===== config.mk =====
export PLATFORM = sky130hd
export DESIGN_NAME = pgm_player
export DESIGN_NICKNAME = d
export VERILOG_FILES = /design/src/rtl/pgm_pkg.sv /design/src/rtl/pgm_player_policy.sv /design/src/rtl/pgm_player.sv
export SDC_FILE = /design/constraint.sdc
export NUM_CORES = 1
export LEC_CHECK = 0
export CORE_UTILIZATION = 53
export DETAILED_ROUTE_END_ITERATION = 6
export HOLD_SLACK_MARGIN = 0.05
export PLACE_DENSITY_LB_ADDON = 0.05
export SYNTH_ARGS = -nofsm -noshare
export SYNTH_HDL_FRONTEND = slang
export SYNTH_HIERARCHICAL = 1
export SYNTH_SLANG_ARGS = --single-unit

===== constraint.sdc =====
create_clock -name CLK -period 2.8 [get_ports CLK]
set_input_delay 0.28 -clock CLK [delete_from_list [all_inputs] [get_ports CLK]]
set_output_delay 0.28 -clock CLK [all_outputs]
set_load 0.01 [all_outputs]

===== src/rtl/pgm_pkg.sv =====
// Shared encodings for the dealer-facing player: command (MORE) codes,
// result (WIN) codes, default bust limit and the player FSM state set.
package pgm_pkg;

    typedef enum logic [1:0] {
        CMD_STOP  = 2'b00,
        CMD_HIT_A = 2'b01,
        CMD_HIT_B = 2'b10,
        CMD_DEAL  = 2'b11
    } more_e;

    localparam logic [1:0] WIN_A    = 2'b00;
    localparam logic [1:0] WIN_B    = 2'b01;
    localparam logic [1:0] WIN_NONE = 2'b10;

    localparam int MAXH_DEF = 10;

    typedef enum logic [3:0] {
        S_IDLE,
        S_DEAL_CMD,
        S_DEAL_WAIT,
        S_DEAL_B,
        S_DECIDE,
        S_HIT_CMD,
        S_HIT_WAIT,
        S_HIT_CHK,
        S_STOP_CMD,
        S_RES_WAIT,
        S_BUST_RES,
        S_DONE,
        S_ERR
    } state_e;

endpackage


===== src/rtl/pgm_player_policy.sv =====
// Combinational threshold policy and shadow result for pgm_player.
// Ports: hand_a/hand_b (shadow sums) -> more (next command), sh_win/sh_sum.
module pgm_player_policy
    import pgm_pkg::*;
#(
    parameter int MAXH         = MAXH_DEF,
    parameter int PLAYER_STAND = 7,
    parameter int DEALER_STAND = 6
) (
    input  logic [4:0] hand_a,
    input  logic [4:0] hand_b,
    output more_e      more,
    output logic [1:0] sh_win,
    output logic [3:0] sh_sum
);

    localparam logic [4:0] MX = 5'(MAXH);
    localparam logic [4:0] PS = 5'(PLAYER_STAND);
    localparam logic [4:0] DS = 5'(DEALER_STAND);

    logic a_ok;
    logic b_ok;

    assign a_ok = (hand_a <= MX);
    assign b_ok = (hand_b <= MX);

    always_comb begin
        more = CMD_STOP;
        if (hand_a < PS) begin
            more = CMD_HIT_A;
        end else if (hand_b < DS) begin
            more = CMD_HIT_B;
        end
    end

    // A non-bust winning hand never exceeds MAXH, so 4 bits carry it.
    always_comb begin
        sh_win = WIN_NONE;
        sh_sum = 4'd0;
        if (a_ok && ((hand_a > hand_b) || !b_ok)) begin
            sh_win = WIN_A;
            sh_sum = hand_a[3:0];
        end else if (b_ok && ((hand_b > hand_a) || !a_ok)) begin
            sh_win = WIN_B;
            sh_sum = hand_b[3:0];
        end
    end

endmodule


===== src/rtl/pgm_player.sv =====
// Autonomous card-game player: drives dealer commands, tracks shadow hands,
// latches and cross-checks the result.
// Ports: CLK, RESET (sync, active-high), START; dealer response OUT_VALID,
// CARD, WIN, SUM; commands IN_VALID, BUTTON, MORE; status HAND_A, HAND_B,
// DONE, RES_WIN, RES_SUM, MISMATCH, TO_ERR.
// Optional macro PGM_PLAYER_STATS_EN adds CARD_CNT and GAME_CYC outputs.
module pgm_player
    import pgm_pkg::*;
#(
    parameter int MAXH         = MAXH_DEF,
    parameter int PLAYER_STAND = 7,
    parameter int DEALER_STAND = 6,
    parameter int TIMEOUT      = 15
) (
    input  logic       CLK,
    input  logic       RESET,
    input  logic       START,
    input  logic       OUT_VALID,
    input  logic [3:0] CARD,
    input  logic [1:0] WIN,
    input  logic [3:0] SUM,
    output logic       IN_VALID,
    output logic       BUTTON,
    output logic [1:0] MORE,
    output logic [4:0] HAND_A,
    output logic [4:0] HAND_B,
    output logic       DONE,
    output logic [1:0] RES_WIN,
    output logic [3:0] RES_SUM,
    output logic       MISMATCH,
`ifdef PGM_PLAYER_STATS_EN
    output logic [3:0] CARD_CNT,
    output logic [7:0] GAME_CYC,
`endif
    output logic       TO_ERR
);

    localparam logic [4:0] MX = 5'(MAXH);
    localparam logic [7:0] TO = 8'(TIMEOUT);

    state_e     state;
    state_e     state_n;
    more_e      more_q;
    more_e      pol_more;
    logic [4:0] hand_a;
    logic [4:0] hand_b;
    logic [7:0] to_cnt;
    logic [1:0] res_win;
    logic [3:0] res_sum;
    logic       mism;
    logic [1:0] sh_win;
    logic [3:0] sh_sum;
    logic       strobe;
    logic       to_hit;
    logic       bust;

    pgm_player_policy #(
        .MAXH        (MAXH),
        .PLAYER_STAND(PLAYER_STAND),
        .DEALER_STAND(DEALER_STAND)
    ) u_policy (
        .hand_a(hand_a),
        .hand_b(hand_b),
        .more  (pol_more),
        .sh_win(sh_win),
        .sh_sum(sh_sum)
    );

    assign strobe = (state == S_DEAL_CMD) ||
                    (state == S_HIT_CMD)  ||
                    (state == S_STOP_CMD);
    assign to_hit = (to_cnt == TO);
    // Only the hit hand can move past MAXH; deal cards are at most 8.
    assign bust   = (hand_a > MX) || (hand_b > MX);

    always_ff @(posedge CLK) begin
        if (RESET) begin
            state <= S_IDLE;
        end else begin
            state <= state_n;
        end
    end

    always_comb begin
        state_n = state;
        case (state)
            S_IDLE:      if (START) state_n = S_DEAL_CMD;
            S_DEAL_CMD:  state_n = S_DEAL_WAIT;
            S_DEAL_WAIT: begin
                if (OUT_VALID)   state_n = S_DEAL_B;
                else if (to_hit) state_n = S_ERR;
            end
            S_DEAL_B:    state_n = S_DECIDE;
            S_DECIDE: begin
                if (pol_more == CMD_STOP) state_n = S_STOP_CMD;
                else                      state_n = S_HIT_CMD;
            end
            S_HIT_CMD:   state_n = S_HIT_WAIT;
            S_HIT_WAIT: begin
                if (OUT_VALID)   state_n = S_HIT_CHK;
                else if (to_hit) state_n = S_ERR;
            end
            S_HIT_CHK: begin
                if (bust) state_n = S_BUST_RES;
                else      state_n = S_DECIDE;
            end
            S_STOP_CMD:  state_n = S_RES_WAIT;
            S_RES_WAIT: begin
                if (OUT_VALID)   state_n = S_DONE;
                else if (to_hit) state_n = S_ERR;
            end
            S_BUST_RES:  state_n = S_DONE;
            default:     state_n = state;
        endcase
    end

    always_ff @(posedge CLK) begin
        if (RESET) begin
            more_q  <= CMD_STOP;
            hand_a  <= 5'd0;
            hand_b  <= 5'd0;
            to_cnt  <= 8'd0;
            res_win <= 2'b00;
            res_sum <= 4'd0;
            mism    <= 1'b0;
        end else begin
            case (state)
                S_IDLE: begin
                    if (START) more_q <= CMD_DEAL;
                end
                S_DEAL_CMD, S_HIT_CMD, S_STOP_CMD: begin
                    to_cnt <= 8'd0;
                end
                S_DEAL_WAIT: begin
                    if (OUT_VALID) hand_a <= hand_a + {1'b0, CARD};
                    else           to_cnt <= to_cnt + 8'd1;
                end
                S_DEAL_B: begin
                    hand_b <= hand_b + {1'b0, CARD};
                end
                S_DECIDE: begin
                    more_q <= pol_more;
                end
                S_HIT_WAIT: begin
                    if (OUT_VALID) begin
                        if (more_q == CMD_HIT_A)
                            hand_a <= hand_a + {1'b0, CARD};
                        else
                            hand_b <= hand_b + {1'b0, CARD};
                    end else begin
                        to_cnt <= to_cnt + 8'd1;
                    end
                end
                S_RES_WAIT: begin
                    if (OUT_VALID) begin
                        to_cnt  <= to_cnt;
                        res_win <= WIN;
                        res_sum <= SUM;
                        mism    <= (WIN != sh_win) || (SUM != sh_sum);
                    end else begin
                        to_cnt <= to_cnt + 8'd1;
                    end
                end
                // Dealer keeps OUT_VALID high with the result after a bust.
                S_BUST_RES: begin
                    res_win <= WIN;
                    res_sum <= SUM;
                    mism    <= (WIN != sh_win) || (SUM != sh_sum);
                end
                default: begin
                    to_cnt <= to_cnt;
                end
            endcase
        end
    end

`ifdef PGM_PLAYER_STATS_EN
    logic [3:0] card_cnt;
    logic [7:0] game_cyc;
    logic       card_in;
    logic       in_game;

    assign card_in = ((state == S_DEAL_WAIT) && OUT_VALID) ||
                     (state == S_DEAL_B) ||
                     ((state == S_HIT_WAIT) && OUT_VALID);
    assign in_game = (state != S_IDLE) &&
                     (state != S_DONE) &&
                     (state != S_ERR);

    always_ff @(posedge CLK) begin
        if (RESET) begin
            card_cnt <= 4'd0;
            game_cyc <= 8'd0;
        end else begin
            if (card_in && (card_cnt != 4'hF))
                card_cnt <= card_cnt + 4'd1;
            if (in_game && (game_cyc != 8'hFF))
                game_cyc <= game_cyc + 8'd1;
        end
    end

    assign CARD_CNT = card_cnt;
    assign GAME_CYC = game_cyc;
`endif

    assign IN_VALID = strobe;
    assign BUTTON   = strobe;
    assign MORE     = more_q;
    assign HAND_A   = hand_a;
    assign HAND_B   = hand_b;
    assign DONE     = (state == S_DONE);
    assign RES_WIN  = res_win;
    assign RES_SUM  = res_sum;
    assign MISMATCH = mism;
    assign TO_ERR   = (state == S_ERR);

endmodule


==> flow_summary.ini <==
[status]
status = finished, final reports clean

[die]
coreArea_um2 = 3800
die_x_um = 66.1
initial_utilization_pct = 57.3
fp.dieArea_um2 = 4370
die_y_um = 66.1
ios = 37
rows = 22

[worst_setup_path]
critPathRequiredTime_ps = 2520
cp-end-kind = primary output
cp_max_fo = 18
crit_type = flip-flop to primary output
cp.arrival_ps = 2210
critPathLaunchType = flip-flop

[finish]
syn_to_final_growth_pct = 24.3
final_nets = 330
multiInputGateArea_um2 = 1400
drive_gt1_share_pct = 9.97
fin_cells = 349
ff_latch_area_um2 = 621
nFillCells = 320
utilization_pct = 71.2
antenna_cells = 0

[route]
wl_met2_um = 2330
drcViolationCount = 0
vias = 2013
highest_layer = met4
drtAntennaViolNets = 0
avgRoutedWirePerCell_um = 14.3
dr_wl_met3_um = 212
dr.first_iter.drc_count = 174
wl_met1_um = 2390
viasPerCell = 5.77
routed_wl_um = 5000
dr.pass1.iters = 4

[pwr]
p_sw_w = 0.000775
leakage_nw = 1.04
power_frac_comb_pct = 47.5
p_sw_share_pct = 38.6
p_per_area_nw_per_um2 = 741
clkPwrFrac_pct = 23.1
pwr-share-seq_pct = 29.4
p_int_w = 0.00123
peakVddDrop_uv = 367

[timing]
finalSetupTns_ps = 0
slew_viol_final = 0
tightest_slew_ps = 793
skew_ps = 5.38
fin_ws_ps = 309
fin_crit_ps = 2490
finalHoldViolCount = 0
fin_crit_sh_pct = 89.0
rsz0062_at_grt = false
setup_viol = 0
maxSlewHeadroom_pct = 45.8
max_freq_mhz = 401

[clocking]
cts_setup_buffers = 0
root_buffer = clkbuf_8
cts_buffer_depth = 2
hold_buffers = 0
cts_resized = 0
cts.sink_count = 31
cts_buffers = 5
clock_latency_ps = 290
htreeDepth = 2
cts_tree = done
cts.clk_slew.worst_paths_ps = 70

[synthesis]
synth_edf_count = 0
syn_nets = 293
ys.flop_type = dfxtp_1
synthesis.area_um2 = 2180
synthDistinctLibCells = 56
yosysWarnings = 6
synth.yosys.seq_area_share_pct = 28.5
syn_area_per_cell_um2 = 8.27
syn_inst = 263
synth_seq_cells = 31
async_reset_ff_share_pct = 0

[job]
maxCapViolCount = 0

[placement]
hpwlAfterDp_um = 3570
io_buffers = 36
dp_slack_ps = 401
dp.cells = 341
gp_congestion = 0.940

[global_routing]
grt_use_total_pct = 25.4
grt_pass1_vias = 1848
grt_max_degree = 21
grt_overflow = 0
antenna_found_initial = 0
grt_pass1_wl_um = 8420

[min_path]
hp-class = flip-flop to flip-flop
-- stage by stage --
stage	hold slack [ps]	cell area, um^2	total power (W)
after floorplan	427	2180	0.00131
after global placement	478	2590	0.00153
after detailed placement	487	2590	0.00153
after CTS	504	2710	0.00200
after global routing	519	2710	0.00215
final	493	2710	0.00201
-- cell usage after synthesis (4+ instances only) --
cell type  instances  area share, %
nand2_1            6            1.0
a211oi_1          10            3.5
ha_1              14            8.1
nor2b_1            6            1.7
clkbuf_1           8            1.4
nor4_1             6            1.7
nor3_1             4           0.92
nand2b_1           6            1.7
dfxtp_1           31             29
o21ai_0            9            2.1
inv_1             18            3.1
and3_1             4            1.1
nor2_1            31            5.3
nand3_1            7            1.6
a21oi_1           18            4.1
xnor2_1            8            3.2
buf_2              4           0.92
mux2i_1           13            6.0
a31oi_1            4            1.1
a22o_1             4            1.6
a21o_1             6            2.1
-- routing by layer --
metal	vias to the layer above	GRT usage [%]
met1	938	32.3
met3	11	5.17
met2	49	42.2
li1	1015	-
met5	-	0
met4	0	9.31
-- area by class of cell --
cell class | count | area share, %
Inverter | 18 | 2.50
Sequential cell | 31 | 22.9
Tap cell | 48 | 2.22
Clock inverter | 2 | 1.30
Timing Repair Buffer | 47 | 16.4
Multi-Input combinational cell | 197 | 51.6
Clock buffer | 6 | 3.05
-- cell families (layout without fill, tap and decap cells) --
logic type                 after synthesis  count (layout)  synth area share [%]
xor gates and xnor gates                11              11                  4.43
DFF                                     31              31                  28.5
buffers and inverters                   35              73                  7.30
AOI/OAI and AO/OA                       72              72                  23.4
adders and majority gates               16              16                  9.89
and+or+nand+nor                         85              85                  20.5
muxes                                   13              13                  5.98
-- power by group through the flow --
stage | registers [W] | clock network, W | logic, W
6_report | 0.000589 | 0.000464 | 0.000952
5_1_grt | 0.000599 | 0.000495 | 0.00105
4_1_cts | 0.000587 | 0.000471 | 0.000944
3_5_place_dp | 0.000597 | 0 | 0.000935
3_3_place_gp | 0.000597 | 0 | 0.000929
2_1_floorplan | 0.000571 | 0 | 0.000735
-- worst max-delay path: stages, from the launching register on --
cell and delay [ps]:
dfxtp_1 500, or3b_2 580, a21oi_2 260, clkdlybuf4s50_1 580
-- flip-flops by register name (all words and copies together), names as in the netlist --
register	flops
HAND_A	5
to_cnt	8
RES_WIN	2
RES_SUM	4
state	4
MISMATCH	1
HAND_B	5
MORE	2
-- path summary, 6_finish.rpt --
| path | from | end | slack (ps) | cells after the start |
|---|---|---|---|---|
| setup / recovery | state[2] | IN_VALID | 310 | 3 |
| hold / removal | RES_WIN[0] | RES_WIN[0] | 490 | 2 |
| setup reg to reg | HAND_A[2] | MISMATCH | 330 | 10 |
| hold reg to reg | RES_WIN[0] | RES_WIN[0] | 490 | 2 |
-- placed cells by master, fill, tap and decap left out, drive strengths merged, types with 2 or more instances in the layout --
| master | n |
|---|---|
| or2 | 2 |
| and3 | 4 |
| nor3b | 3 |
| nor2 | 32 |
| nor3 | 5 |
| nand4 | 3 |
| a22o | 4 |
| nor4 | 6 |
| xor2 | 3 |
| o21ai | 10 |
| a21o | 6 |
| a31oi | 4 |
| a211oi | 12 |
| clkbuf | 6 |
| dfxtp | 31 |
| nor2b | 6 |
| buf | 11 |
| nand3 | 7 |
| a21oi | 20 |
| a311oi | 2 |
| mux2i | 13 |
| clkdlybuf4s50 | 36 |
| nand2 | 6 |
| o21a | 2 |
| fa | 2 |
| inv | 18 |
| nand2b | 6 |
| or3b | 2 |
| xnor2 | 8 |
| ha | 14 |
No activity file was read; power rests on OpenSTA's default activity.
